--- src/rtl/btn_led_ctrl.sv ---
// Button-driven LED mode controller: synchronise and debounce a raw pushbutton,
// classify presses as short/long, step a 2-bit mode and drive the LED from it.
module btn_led_ctrl #(
    parameter int DEBOUNCE_CYCLES   = 16000,
    parameter int LONG_PRESS_CYCLES = 8000000,
    parameter int SLOW_HALF         = 4000000,
    parameter int FAST_HALF         = 1000000
) (
    input  logic       CLK,
    input  logic       RST_N,
    input  logic       BTN,
    output logic       LED,
    output logic [1:0] MODE,
    output logic       PRESS,
    output logic       LONG
);

    // Counters never hold their terminal count, so $clog2 of the parameter is enough.
    localparam int DW = $clog2(DEBOUNCE_CYCLES);
    localparam int HW = $clog2(LONG_PRESS_CYCLES);
    localparam int SW = (SLOW_HALF > 1) ? $clog2(SLOW_HALF) : 1;
    localparam int FW = (FAST_HALF > 1) ? $clog2(FAST_HALF) : 1;

    typedef enum logic [1:0] {IDLE, DOWN, HELD} state_e;

    logic          sync1_q, sync2_q;
    logic [DW-1:0] db_cnt_q, db_cnt_d;
    logic          btn_db_q, btn_db_d;
    state_e        state_q, state_d;
    logic [HW-1:0] hcnt_q, hcnt_d;
    logic          press_q, press_d;
    logic          long_q, long_d;
    logic [1:0]    mode_q, mode_d;
    logic [SW-1:0] sc_q, sc_d;
    logic [FW-1:0] fc_q, fc_d;
    logic          slow_ph_q, slow_ph_d;
    logic          fast_ph_q, fast_ph_d;
    logic          led_q, led_d;
    logic          mode_chg;

    // Two-flop synchroniser for the asynchronous button pin.
    always_ff @(posedge CLK or negedge RST_N) begin
        if (!RST_N) begin
            sync1_q <= 1'b0;
            sync2_q <= 1'b0;
        end else begin
            sync1_q <= BTN;
            sync2_q <= sync1_q;
        end
    end

    // Debounce: accept the new level on the Nth consecutive differing sample.
    always_comb begin
        db_cnt_d = '0;
        btn_db_d = btn_db_q;
        if (sync2_q != btn_db_q) begin
            if (db_cnt_q == DW'(DEBOUNCE_CYCLES - 1)) begin
                btn_db_d = sync2_q;
            end else begin
                db_cnt_d = db_cnt_q + 1'b1;
            end
        end
    end

    // Press FSM next state; release from DOWN is a short press, reaching the
    // hold limit is a long press, release from HELD is silent.
    always_comb begin
        state_d = state_q;
        hcnt_d  = hcnt_q;
        press_d = 1'b0;
        long_d  = 1'b0;
        unique case (state_q)
            IDLE: begin
                if (btn_db_q) begin
                    state_d = DOWN;
                    hcnt_d  = '0;
                end
            end
            DOWN: begin
                if (!btn_db_q) begin
                    state_d = IDLE;
                    press_d = 1'b1;
                end else if (hcnt_q == HW'(LONG_PRESS_CYCLES - 1)) begin
                    state_d = HELD;
                    long_d  = 1'b1;
                end else begin
                    hcnt_d = hcnt_q + 1'b1;
                end
            end
            HELD: begin
                if (!btn_db_q) state_d = IDLE;
            end
            default: state_d = IDLE;
        endcase
    end

    // Mode sequencing and blink generators; a mode change restarts both
    // blinkers with the LED lit.
    always_comb begin
        mode_d = mode_q;
        if (long_d)       mode_d = 2'd0;
        else if (press_d) mode_d = mode_q + 2'd1;
        mode_chg = (mode_d != mode_q);

        sc_d      = sc_q + 1'b1;
        slow_ph_d = slow_ph_q;
        fc_d      = fc_q + 1'b1;
        fast_ph_d = fast_ph_q;
        if (mode_chg) begin
            sc_d      = '0;
            slow_ph_d = 1'b1;
            fc_d      = '0;
            fast_ph_d = 1'b1;
        end else begin
            if (sc_q == SW'(SLOW_HALF - 1)) begin
                sc_d      = '0;
                slow_ph_d = ~slow_ph_q;
            end
            if (fc_q == FW'(FAST_HALF - 1)) begin
                fc_d      = '0;
                fast_ph_d = ~fast_ph_q;
            end
        end

        unique case (mode_q)
            2'd0:    led_d = 1'b0;
            2'd1:    led_d = 1'b1;
            2'd2:    led_d = slow_ph_q;
            default: led_d = fast_ph_q;
        endcase
    end

    // State registers for debounce, FSM, mode, blink and outputs.
    always_ff @(posedge CLK or negedge RST_N) begin
        if (!RST_N) begin
            db_cnt_q  <= '0;
            btn_db_q  <= 1'b0;
            state_q   <= IDLE;
            hcnt_q    <= '0;
            press_q   <= 1'b0;
            long_q    <= 1'b0;
            mode_q    <= 2'd0;
            sc_q      <= '0;
            fc_q      <= '0;
            slow_ph_q <= 1'b0;
            fast_ph_q <= 1'b0;
            led_q     <= 1'b0;
        end else begin
            db_cnt_q  <= db_cnt_d;
            btn_db_q  <= btn_db_d;
            state_q   <= state_d;
            hcnt_q    <= hcnt_d;
            press_q   <= press_d;
            long_q    <= long_d;
            mode_q    <= mode_d;
            sc_q      <= sc_d;
            fc_q      <= fc_d;
            slow_ph_q <= slow_ph_d;
            fast_ph_q <= fast_ph_d;
            led_q     <= led_d;
        end
    end

    assign LED   = led_q;
    assign MODE  = mode_q;
    assign PRESS = press_q;
    assign LONG  = long_q;

endmodule
--- config.mk ---
export PLATFORM = sky130hd
export DESIGN_NAME = btn_led_ctrl
export DESIGN_NICKNAME = d
export VERILOG_FILES = /design/src/rtl/btn_led_ctrl.sv
export SDC_FILE = /design/constraint.sdc
export NUM_CORES = 1
export LEC_CHECK = 0
export ABC_AREA = 1
export CORE_MARGIN = 5
export CORE_UTILIZATION = 60
export CTS_BUF_LIST = sky130_fd_sc_hd__clkbuf_8
export DETAILED_ROUTE_END_ITERATION = 10
export GPL_TIMING_DRIVEN = 0
export HOLD_SLACK_MARGIN = 0.03
export PLACE_DENSITY = 0.77
export SLEW_MARGIN = 15
export SYNTH_ARGS = -nofsm -noshare
export SYNTH_HDL_FRONTEND = slang
export SYNTH_SLANG_ARGS = --single-unit
--- constraint.sdc ---
create_clock -name CLK -period 3.3 [get_ports CLK]
set_input_delay 0.66 -clock CLK [delete_from_list [all_inputs] [get_ports CLK]]
set_output_delay 0.66 -clock CLK [all_outputs]
set_load 0.02 [all_outputs]
# Word-level counts from Yosys, hierarchy flattened
# Index checks and enable logic that the tools add are counted.
[op_classes]
bitwise_logic = 2
reduce_logical = 8
n_mux = 27
n_addsub = 5
magnitude_cmp = 0
eq_ne = 15
div_mod_pow = 0
mul = 0
shifts = 0
[ops]
columns = ["op", "count"]
rows = [
  ["$mux 23", 3],
  ["$pmux 23 s2", 1],
  ["$mux 22", 2],
  ["$mux 20", 2],
  ["$mux 14", 2],
  ["$add 23x1->23 const B", 1],
  ["$eq 23x23->1 const B", 1],
  ["$add 22x1->22 const B", 1],
  ["$eq 22x22->1 const B", 1],
  ["$add 20x1->20 const B", 1],
  ["$eq 20x20->1 const B", 1],
  ["$add 14x1->14 const B", 1],
  ["$eq 14x14->1 const B", 1],
  ["$mux 2", 6],
  ["$mux 1", 9],
  ["$ne 2x2->1 const B", 4],
  ["$pmux 2 s3", 1],
  ["$reduce_bool 2->1", 3],
  ["$eq 2x1->1 const B", 2],
  ["$eq 2x2->1 const B", 2],
  ["$logic_not 2->1", 2],
  ["$reduce_and 4->1", 1],
  ["$ne 3x3->1 const B", 1],
  ["$pmux 1 s3", 1],
  ["other kinds (6)", 7],
]
[word_totals]
word_cells = 71
n_memories = 0
romBits = 0
input_bits = 3
reg_bits = 91
ramBits = 0
latch_bits = 0

# Logic depth before layout (Yosys ltp)
[logic_depth]
word_depth = 7
depth_mapped = 11
depth_no_buf = 10

# Worst setup path after synthesis
# No wires, ideal clock.
[synth_timing]
path_kind = "register to register"
start = "register hcnt_q[0]"
end = "register fc_q[6]"
setup_slack_ns = 1.644
path_buffers = 1
t_required_ns = 3.178
stages_incl_launch_ff = 10
arrival_ns = 1.534
path_cell_list = "dfrtp_1 -> ha_1 -> nand3_2 -> nor2_4 -> nand4_1 -> nand2_1 -> nand2_2 -> nand2_4 -> buf_6 -> nor2_1"
[synth_via]
elab_chain_len = 7
[synth_lines]
columns = ["item", "line", "source"]
rows = [
  ["start, declared", "30", "logic [HW-1:0] hcnt_q, hcnt_d;"],
  ["start signal, assigned", "152", "hcnt_q <= hcnt_d;"],
  ["$eq 23x23->1", "83", "end else if (hcnt_q == HW'(LONG_PRESS_CYCLES - 1)) begin"],
  ["$mux 1", "83", ""],
  ["$mux 1", "80", "if (!btn_db_q) begin"],
  ["$mux 1", "72", "unique case (state_q)"],
  ["$mux 2", "101", "if (long_d) mode_d = 2'd0;"],
  ["$ne 2x2->1", "103", "mode_chg = (mode_d != mode_q);"],
  ["$mux 20", "109", "if (mode_chg) begin"],
  ["net fc_d[6]", "35", "logic [FW-1:0] fc_q, fc_d;"],
  ["end signal, assigned", "144", "fc_q <= '0;"],
  ["end signal, assigned", "157", "fc_q <= fc_d;"],
  ["end, declared", "35", ""],
]
# The timed path passes the listed nets, and every way through them passes these cells.
# A chain may end at the register's enable or synchronous reset.

# Worst setup path after layout
[layout_timing]
start = "register mode_q[1] (netlist: MODE[1])"
end = "output port MODE[1]"
[layout_rtl]
columns = ["item", "line", "source"]
rows = [
  ["start, declared", "33", "logic [1:0] mode_q, mode_d;"],
  ["start signal, assigned", "155", "mode_q <= mode_d;"],
  ["end, declared", "13", "output logic [1:0] MODE,"],
]
# No word-level cell between the ends.

==> metrics.md <==
| Metric | Value |
|---|---|
| Inst Count DP | 867 |
| CP max stage delay | between 0.6 and 0.7 ns |
| Hold Crit Class | input port to async pin |
| Slew Viols, Final | 0 |
| Final cell count without fillers | 883 |
| Ys flop type | dfrtp_1 |
| Drt pass-1 iters | 5 |
| Worst-Skew Late Latency | 0.36 ns |
| Yosys warning count | 0 |
| TritonCTS Sinks | 91 |
| Die area | 10910 um2 |
| Worst slew margin | 59.65% |
| Power density over the cells | approximately 330 nW/um2 |
| Final Setup Violations | 0 |
| Status | complete, no violations |
| Initial Utilization | 61.36% |
| Syn_area_per_cell | 7.126 um2 |
| Min Tclk post-route | 2.162 ns |
| Reg2reg end | fc_q[5]$_DFF_PN0_ |
| Most frequent cells in the layout | 219 x nand2_1, 153 x nor2_1, 91 x dfrtp_1 |
| Vias in the first global route | 4572 |
| CTS tree | done |
| Core Area | between 8000 and 9000 um2 |
| Worst Skew | 0.01555 ns |
| Synthesized net count | 761 |
| Number of synthesized flops with an enable pin | 0 |
| FF+latch count, synth | slightly above 90 |
| WP data required | 2.64 ns |
| Highest attainable clock frequency | 462.5 MHz |
| Clk slew on worst S/H paths | 0.10 ns |
| Worst Setup End Kind | primary output |
| Post-synth cell types | 32 |
| Worst Path Max Fanout | 6 |
| Largest net degree at the start of global routing | 48 |
| Worst Tran Pin Value | ~0.61 ns |
| Final Hold Violating Endpoints | 0 |
| Number of max-cap violations | 0 |
| RSZ-0062 raised after global routing | false |
| Synth async-reset ratio | 100.0% |
| Area delta synth->final | 7.879% |
| Die Ht | 104.4 um |
| All-Layer GR Usage | 22.11% |
| Crit path kind | flip-flop to primary output |
| Site Rows | 34 |
| Mapped Area | 5351 um2 |
| Mapped Cells | 751 |
| Peak supply drop | 179.1 uV |
| Ant diodes | 0 |
| Drt via density | 5.334 |
| Via count | 4710 |
| Critical-path top delay cell | clkdlybuf4s50_1 |
| Placer Congestion | 0.9984 |
| Deepest clock path buffer count | 2 |
| DR iter-0 viols | 218 |
| DR WL/cell | around 13 um |
| Nets | 780 |
| PostCTS Resize Cnt | 0 |
| WP data arrival | 1.50 ns |
| Placed instance area | between 5000 and 6000 um2 |
| H-tree Lvls | 3 |
| Port Buffers | 7 |
| Initial antenna violation count | 0 |
| Root buffer cell | clkbuf_8 |
| DRT Wirelength | 11470 um |
| Die Wd | about 100 um |
| Worst-path cell chain | clkdlybuf4s50_1 |
| Fin area | 5773 um2 |
| Crit. Startpoint | MODE[1]$_DFF_PN0_ |
| Worst Setup Start Kind | flip-flop |
| Leak | 0.002621 uW |
| Fill cell count | 795 |
| First-pass GRT wire length | 20560 um |
| CTS Hold Bufs | 0 |
| Post-CTS Setup Repair Bufs | 0 |
| # IOs | 8 |
| Share of cells above drive strength 1 | 6.194% |
| Reg2Reg Setup Slack | between 1 and 1.5 ns |
| Clock buffer count from CTS | 9 |
| DRC violations left | 0 |
| Register area share after synthesis | 42.55% |
| Stages on the worst setup path | 1 |
| Grt ovf | 0 |
| Post-DP HPWL | 8641 um |
| Bufs and invs on worst path | 1 |
| R2R cell count | 9 |
| Reg-to-Reg Start | hcnt_q[0]$_DFFE_PN0P_ |
| Tcrit/Tclk final | 65.52% |
| Final ANT Viol Nets | 0 |
| Delay-heaviest family, CP | buffers and inverters |
| Critical Path End | MODE[1] |
| Final design utilization | approximately two thirds |
| Leading cell type in the layout, fill and taps excluded | nand2_1 |
synthesized netlist by cell type, drive strengths merged, types with 2 or more instances:
cell | number | area, um2
xnor2 | 6 | 52.55
o21a | 2 | 15.01
a21oi | 4 | 20.02
inv | 77 | 289.0
nand3b | 4 | 30.03
o211ai | 2 | 15.01
buf | 9 | 88.84
nand3 | 65 | 335.3
nand4 | 16 | 100.1
o21ai | 24 | 135.1
nand2 | 224 | 858.3
xor2 | 27 | 236.5
o21bai | 2 | 15.01
nor3 | 22 | 120.1
clkbuf | 2 | 7.510
dfrtp | 91 | 2277
or2 | 5 | 31.28
nor2 | 159 | 616.8
ha | 7 | 87.58
power breakdown:
group          leakage [uW]  internal, uW  total, uW  switching, uW
Combinational       0.00129          8.97       36.5           27.5
Clock             0.0000968           348        752            404
Sequential          0.00124          1120       1120           2.37
cells by family after synthesis:
logic type / count (synthesis) / share of synthesized area (%)
AOI/OAI and AO/OA: 35 / 3.881
xor gates and xnor gates: 33 / 5.401
adders and majority gates: 7 / 1.637
buffers and inverters: 88 / 7.202
DFF: 91 / 42.55
and+or+nand+nor: 497 / 39.33
state kept, by name, summed over array words and instances (netlist names):
register / cells
sc_q: 22
sync1_q: 1
slow_ph_q: 1
fast_ph_q: 1
LONG: 1
fc_q: 20
sync2_q: 1
MODE: 2
db_cnt_q: 14
PRESS: 1
btn_db_q: 1
hcnt_q: 23
state_q: 2
LED: 1
per-layer routing:
layer	vias up	wire length [um]	global-route usage, %
met5	-	0	0
met3	13	402	2.545
li1	2399	-	-
met2	81	5261	35.07
met4	0	116	6.105
met1	2217	5689	32.08
cell type report:
class | count | area [um2] | area share (%)
buffer | 11 | 96.34 | 1.669
timing repair buffer | 8 | 95.09 | 1.647
clock buffer | 9 | 123.9 | 2.146
multi-input combinational | 572 | 2689 | 46.58
inverter | 77 | 289.0 | 5.006
clock inverter | 7 | 67.56 | 1.170
tap | 108 | 135.1 | 2.341
sequential | 91 | 2277 | 39.45
stage by stage:
| stage | worst slack [ns] | TNS [ns] | hold slack, ns | power, uW |
|---|---|---|---|---|
| after floorplan | 1.644 | 0 | 0.3312 | 1151 |
| after global placement | -1.666 | -151.17 | 0.3361 | 1177 |
| after detailed placement | 1.326 | 0 | 0.3401 | 1182 |
| after CTS | 1.125 | 0 | 0.3140 | 1927 |
| after global routing | 1.092 | 0 | 0.3500 | 1978 |
| final | 1.138 | 0 | 0.2935 | 1909 |
worst min-delay path by stage:
stage,from,to,slack [ns]
final,RST_N,hcnt_q[11]$_DFFE_PN0P_,0.29
after global routing,RST_N,hcnt_q[8]$_DFFE_PN0P_,0.35
after CTS,RST_N,hcnt_q[11]$_DFFE_PN0P_,0.31
after detailed placement,sync1_q$_DFF_PN0_,sync2_q$_DFF_PN0_,0.34
after global placement,sync1_q$_DFF_PN0_,sync2_q$_DFF_PN0_,0.34
after floorplan,sync1_q$_DFF_PN0_,sync2_q$_DFF_PN0_,0.33
Note: power is estimated with default switching activity, not from simulation.
